[src/rtl/mem_access_stage.sv]
// Pipeline MEM stage: byte/half/word loads and stores over a req/ack data port,
// branch/jump redirect resolution and the registered MEM/WB payload.
module mem_access_stage (
  input  logic        clk,
  input  logic        rst_n,
  input  logic        in_valid,
  output logic        in_ready,
  input  logic [31:0] ALU_result,
  input  logic [31:0] Rdata2,
  input  logic [4:0]  Rd,
  input  logic [31:0] PC,
  input  logic        jump_flag,
  input  logic [31:0] jump_target_PC,
  input  logic        branch_op,
  input  logic        mem_read,
  input  logic        mem_write,
  input  logic [1:0]  mem_size,
  input  logic        mem_unsigned,
  input  logic        reg_write,
  output logic        dmem_req,
  output logic        dmem_we,
  output logic [31:0] dmem_addr,
  output logic [3:0]  dmem_be,
  output logic [31:0] dmem_wdata,
  input  logic [31:0] dmem_rdata,
  input  logic        dmem_ack,
  output logic        out_valid,
  output logic [4:0]  wb_Rd,
  output logic        wb_reg_write,
  output logic [31:0] wb_data,
  output logic        redirect_valid,
  output logic [31:0] redirect_PC,
  output logic        misalign_fault
);

  typedef enum logic {IDLE, BUSY} state_t;

  state_t      r_state, w_nextState;

  logic [31:0] r_addr;
  logic [1:0]  r_size;
  logic        r_unsigned;
  logic [4:0]  r_Rd;
  logic        r_regWrite;
  logic        r_isLoad;
  logic        r_req;
  logic        r_we;
  logic [3:0]  r_be;
  logic [31:0] r_wdata;
  logic        r_outValid;
  logic [4:0]  r_wbRd;
  logic        r_wbRegWrite;
  logic [31:0] r_wbData;
  logic        r_redirValid;
  logic [31:0] r_redirPC;
  logic        r_fault;

  logic        w_accept;
  logic        w_isMem;
  logic        w_misalign;
  logic        w_startMem;
  logic        w_direct;
  logic        w_taken;
  logic        w_ack;
  logic [3:0]  w_be;
  logic [31:0] w_wdata;
  logic [7:0]  w_byte;
  logic [15:0] w_half;
  logic [31:0] w_loadData;

  assign w_accept   = in_valid & (r_state == IDLE);
  assign w_isMem    = mem_read | mem_write;
  assign w_startMem = w_accept & w_isMem & ~w_misalign;
  assign w_direct   = w_accept & ~(w_isMem & ~w_misalign);
  assign w_taken    = jump_flag | (branch_op & ALU_result[0]);
  assign w_ack      = (r_state == BUSY) & dmem_ack;

  always_comb begin
    w_misalign = 1'b0;
    w_be       = 4'b1111;
    w_wdata    = Rdata2;
    case (mem_size)
      2'b00: begin
        w_misalign = 1'b0;
        w_be       = 4'b0001 << ALU_result[1:0];
        w_wdata    = {4{Rdata2[7:0]}};
      end
      2'b01: begin
        w_misalign = ALU_result[0];
        w_be       = 4'b0011 << ALU_result[1:0];
        w_wdata    = {2{Rdata2[15:0]}};
      end
      default: begin
        w_misalign = |ALU_result[1:0];
        w_be       = 4'b1111;
        w_wdata    = Rdata2;
      end
    endcase
  end

  // Lane select uses the latched address, since ALU_result may have moved on.
  always_comb begin
    w_byte = dmem_rdata[7:0];
    case (r_addr[1:0])
      2'b00:   w_byte = dmem_rdata[7:0];
      2'b01:   w_byte = dmem_rdata[15:8];
      2'b10:   w_byte = dmem_rdata[23:16];
      default: w_byte = dmem_rdata[31:24];
    endcase
    w_half = r_addr[1] ? dmem_rdata[31:16] : dmem_rdata[15:0];
    case (r_size)
      2'b00:   w_loadData = r_unsigned ? {24'b0, w_byte} : {{24{w_byte[7]}}, w_byte};
      2'b01:   w_loadData = r_unsigned ? {16'b0, w_half} : {{16{w_half[15]}}, w_half};
      default: w_loadData = dmem_rdata;
    endcase
  end

  always_ff @(posedge clk or negedge rst_n) begin
    if (!rst_n) r_state <= IDLE;
    else        r_state <= w_nextState;
  end

  always_comb begin
    w_nextState = r_state;
    case (r_state)
      IDLE:    if (w_startMem) w_nextState = BUSY;
      BUSY:    if (dmem_ack)   w_nextState = IDLE;
      default: w_nextState = IDLE;
    endcase
  end

  always_ff @(posedge clk or negedge rst_n) begin
    if (!rst_n) begin
      r_addr       <= '0;
      r_size       <= '0;
      r_unsigned   <= 1'b0;
      r_Rd         <= '0;
      r_regWrite   <= 1'b0;
      r_isLoad     <= 1'b0;
      r_req        <= 1'b0;
      r_we         <= 1'b0;
      r_be         <= '0;
      r_wdata      <= '0;
      r_outValid   <= 1'b0;
      r_wbRd       <= '0;
      r_wbRegWrite <= 1'b0;
      r_wbData     <= '0;
      r_redirValid <= 1'b0;
      r_redirPC    <= '0;
      r_fault      <= 1'b0;
    end else begin
      r_outValid   <= 1'b0;
      r_redirValid <= 1'b0;
      r_fault      <= 1'b0;
      if (w_startMem) begin
        r_addr     <= ALU_result;
        r_size     <= mem_size;
        r_unsigned <= mem_unsigned;
        r_Rd       <= Rd;
        r_regWrite <= reg_write;
        r_isLoad   <= mem_read;
        r_req      <= 1'b1;
        r_we       <= mem_write;
        r_be       <= w_be;
        r_wdata    <= w_wdata;
      end else if (w_direct) begin
        r_outValid   <= 1'b1;
        r_wbRd       <= Rd;
        r_wbRegWrite <= reg_write & ~(w_isMem & w_misalign);
        r_wbData     <= jump_flag ? (PC + 32'd4) : ALU_result;
        r_redirValid <= w_taken;
        if (w_taken) r_redirPC <= jump_target_PC;
        r_fault      <= w_isMem & w_misalign;
      end else if (w_ack) begin
        r_req        <= 1'b0;
        r_we         <= 1'b0;
        r_outValid   <= 1'b1;
        r_wbRd       <= r_Rd;
        r_wbRegWrite <= r_regWrite;
        r_wbData     <= r_isLoad ? w_loadData : r_addr;
      end
    end
  end

  assign in_ready       = (r_state == IDLE);
  assign dmem_req       = r_req;
  assign dmem_we        = r_we;
  assign dmem_addr      = {r_addr[31:2], 2'b00};
  assign dmem_be        = r_be;
  assign dmem_wdata     = r_wdata;
  assign out_valid      = r_outValid;
  assign wb_Rd          = r_wbRd;
  assign wb_reg_write   = r_wbRegWrite;
  assign wb_data        = r_wbData;
  assign redirect_valid = r_redirValid;
  assign redirect_PC    = r_redirPC;
  assign misalign_fault = r_fault;

endmodule

[config.mk]
export PLATFORM = sky130hd
export DESIGN_NAME = mem_access_stage
export DESIGN_NICKNAME = d
export VERILOG_FILES = /design/src/rtl/mem_access_stage.sv
export SDC_FILE = /design/constraint.sdc
export NUM_CORES = 1
export LEC_CHECK = 0
export ABC_AREA = 1
export CORE_ASPECT_RATIO = 0.75
export CORE_MARGIN = 1
export CORE_UTILIZATION = 30
export CTS_CLUSTER_SIZE = 28
export DETAILED_ROUTE_END_ITERATION = 6
export SETUP_SLACK_MARGIN = 0.3
export SLEW_MARGIN = 20
export SYNTH_ARGS = -nofsm -noshare
export SYNTH_HDL_FRONTEND = slang
export SYNTH_SLANG_ARGS = --single-unit
export TNS_END_PERCENT = 30
[constraint.sdc]
create_clock -name clk -period 1.4 [get_ports clk]
set_input_delay 0.21 -clock clk [delete_from_list [all_inputs] [get_ports clk]]
set_output_delay 0.21 -clock clk [all_outputs]
set_load 0.01 [all_outputs]
==> run_results.csv <==
group,metric,value,unit
setup_path,cp_max_fo,5,
route,wirelength,38.90,mm
pwr,seqPwrFrac,31.2,%
global_route,grtUsageTotal,24.62,%
clock_tree,cts_buffers,17,
setup_path,startpoint,"r_addr[1]$_DFFE_PN0P_",
outcome,status,"complete, but fails checks",
sta,final.period_utilization,110.4,%
synth,synth_fa_ha_area_share,0.1443,%
pwr,p_comb_share,42.4,%
synth,synth.avg_cell_area,7.155,um^2
sta,worst_slack,-0.1461,ns
synth,ys_ff_latch,154,
place,dp.cells,1977,
sta,drv_slew,0,
global_route,grt.overflow.total,0,
synth,synth_cells,1212,
global_route,grt_start_max_net_pins,41,
synth,synth_compound_area_share,13.97,%
synth,yosys_warnings,0,
setup_path,required,1.71,ns
pwr,switching_share,35.51,%
global_route,grt_pass1_wl,54.80,mm
sta,rsz0062_at_grt,"true",
route,ant_nets,0,
hold_path,hold_depth,3,
global_route,grt_antenna_before_repair,6,
place,place_ws,-0.6463,ns
floorplanning,die_h,149.2,um
setup_path,worst_setup_path_end_kind,"register",
route,drt_iter0_drc,764,
floorplanning,start_util,30.77,%
clock_tree,cts_root_buf,"clkbuf_16",
pwr,leakagePower,0.007395,uW
route,wl_per_cell,18.71,um
clock_tree,cts_sinks,154,
clock_tree,cts_buffer_depth,2,
route,num_vias,10080,
finish,synthToLayoutAreaGrowth,77.38,%
synth,yosys.area_share.xor_xnor,0.9090,%
setup_path,worst-setup-path-type,"register to register",
place,gp_congestion,0.9316,
sta,worst_pin_slew,0.4977,ns
clock_tree,clk_pin_slew_worst_paths,0.06,ns
place,hpwl,28.05,mm
sta,timing.final.hold_violations,0,
sta,slew_headroom,66.70,%
setup_path,rr_startpoint,"r_addr[1]$_DFFE_PN0P_",
synth,netlist_area,8672,um^2
floorplanning,die_area,29600,um^2
place,port_buffers,318,
setup_path,crit_path_start_kind,"register",
setup_path,worstPathArrival,1.86,ns
synth,synth-simple-area-share,31.18,%
sta,finalClockSkew,0.01494,ns
pwr,ir_worst_vdd,750.7,uV
job,maxCapViolCount,0,
route,remaining_drc_errors,0,
synth,synthMuxAreaShare,0,%
floorplanning,ios,321,
synth,synth_top_family_by_area,"simple AND/OR/NAND/NOR gates",
clock_tree,htree_levels,4,
pwr,p_sw,7604,uW
floorplanning,die-width,198.3,um
synth,synth.distinct_cells,36,
global_route,grt_pass1_vias,9462,
clock_tree,clk_latency,0.45,ns
pwr,power.density,1392,nW/um^2
clock_tree,cts_tree,"yes",
sta,post-route-min-period,1.546,ns
floorplanning,rows,53,
sta,finalSetupViolCount,100,
hold_path,hold_start,"mem_write",
pwr,power_frac_clock,26.4,%
hold_path,hold_path.class,"input port to register",
finish,final_nets,1853,
pwr,internal_power,13810,uW
outcome,failed_checks,"negative setup slack",
finish,drive_gt1_share,33.47,%
synth,ys_seq_area_share,44.44,%
setup_path,reg2reg_depth,9,
sta,max_freq,646.8,MHz
floorplanning,core,28180,um^2
sta,tns,-5.682,ns
route,vias_per_cell,4.849,
route,drtPass1Iterations,5,
finish,layoutNonFillerInstCount,2079,
## stage by stage
step | instance area, um^2 | hold WS, ns | utilization (%) | total power (uW)
final | 15380 | 0.1546 | 54.58 | 21410
after global routing | 15380 | 0.2037 | 54.58 | 22410
after CTS | 14340 | 0.1342 | 50.89 | 20320
after detailed placement | 13170 | 0.1491 | 46.73 | 14430
after global placement | 13170 | 0.1438 | 46.73 | 14370
after floorplan | 8748 | -0.08559 | - | 9952
## final cells by class
cell class | instances | area, um^2
antenna | 6 | 15.01
inverter | 64 | 282.8
multi-input combinational | 902 | 4808
clock inverter | 14 | 267.8
timing repair inverter | 1 | 6.256
sequential | 154 | 3856
clock buffer | 18 | 429.2
timing repair buffer | 535 | 5235
tap | 385 | 481.7
fill | 2624 | 12800
## power groups by stage
stage	logic [uW]	registers [uW]	clock network (uW)
2_1_floorplan	3130	6820	0
3_3_place_gp	7820	6550	0
3_5_place_dp	7870	6560	0
4_1_cts	8080	6520	5720
5_1_grt	9720	6820	5870
6_report	9090	6680	5640
## cells in the final DEF (no fill, tap or decap), types with 4 or more instances in the layout
cell             netlist  routed
nand2_1              461     365
clkdlybuf4s50_1        0     161
buf_4                 38     161
dfrtp_1              154     152
nor2_1               122     114
a21oi_1               91      77
buf_6                  6      75
nand2_2                3      71
buf_2                 23      56
inv_1                 54      50
nand3_1               59      38
o21ai_1                2      36
clkbuf_16              0      32
dlygate4sd2_1          0      31
nand2_4                2      28
o21ai_0               80      28
buf_12                 0      21
o21ai_2                1      19
nand3_2                1      19
o211ai_1              17      17
nand3b_1              11      11
nor2_2                 4       9
a21oi_2                0       9
inv_2                  5       7
bufinv_16              0       7
diode_2                0       6
o22ai_1                6       6
a22oi_1                8       5
a21oi_4                0       5
a2bb2oi_2              0       5
nor2_4                 1       4
xor2_1                 4       4
xnor2_1                5       4
dlymetal6s2s_1         0       4
## Yosys cell counts (all sizes together)
cell | instances | area share [%]
a211oi | 2 | 0.17
a21oi | 91 | 5.3
a22oi | 8 | 0.69
a2bb2oi | 8 | 0.81
buf | 68 | 5.4
clkbuf | 25 | 1.1
clkinv | 4 | 0.17
conb | 1 | 0.043
dfrtp | 154 | 44
ha | 1 | 0.14
inv | 60 | 2.6
nand2 | 466 | 20
nand3 | 60 | 3.5
nand3b | 11 | 0.95
nand4 | 3 | 0.22
nor2 | 127 | 5.7
o211ai | 17 | 1.5
o21ai | 83 | 4.8
o221ai | 3 | 0.30
o22ai | 6 | 0.43
or2 | 5 | 0.36
xnor2 | 5 | 0.50
xor2 | 4 | 0.40
## kinds of logic after synthesis
logic type               count (synthesis)
XOR/XNOR                                 9
other                                    1
AND/OR/NAND/NOR                        672
buffers and inverters                  157
AO/OA/AOI/OAI                          218
flip-flops                             154
adder cells (fa/ha/maj)                  1
## critical path: stages (launching register included)
cell      delay, ns
dfrtp_2        0.45
inv_2          0.07
nand2_1        0.07
nand2_2        0.07
nand2_2        0.09
nand2_4        0.07
buf_4          0.14
buf_4          0.12
o221ai_1       0.23
a21oi_1        0.11
## worst paths after layout
path,slack (ns),endpoint
worst max-delay path,-0.15,wb_data[7]$_DFFE_PN0P_
worst min-delay path,0.15,dmem_we$_DFFE_PN0P_
worst max register to register,-0.15,wb_data[7]$_DFFE_PN0P_
worst min register to register,0.48,redirect_PC[15]$_DFFE_PN0P_
max in group asynchronous,0.51,r_addr[25]$_DFFE_PN0P_
min in group asynchronous,0.24,redirect_PC[19]$_DFFE_PN0P_
## per-layer routing
metal,vias up,track usage [%],share of wire [%]
met1,4811,34.90,47
met2,378,36.42,44
met3,57,5.675,6.7
met5,-,0,0
li1,4835,-,-
met4,0,8.721,2.4
## sequential cells by signal (all words and copies together) (netlist names), 2 cells and up
name,count
dmem_be,4
r_Rd,5
redirect_PC,32
r_addr,32
dmem_wdata,32
wb_Rd,5
r_size,2
wb_data,32
## repair_timing
action | CTS | global route
pin swaps | 70 | 42
endpoints found under the hold margin | 29 | 0
gates resized for setup | 522 | 359
hold buffers | 1 | 0
endpoints found under the setup margin | 295 | 295
setup buffers | 36 | 6
cloned | 2 | 19
No activity file was read; power rests on OpenSTA's default activity.
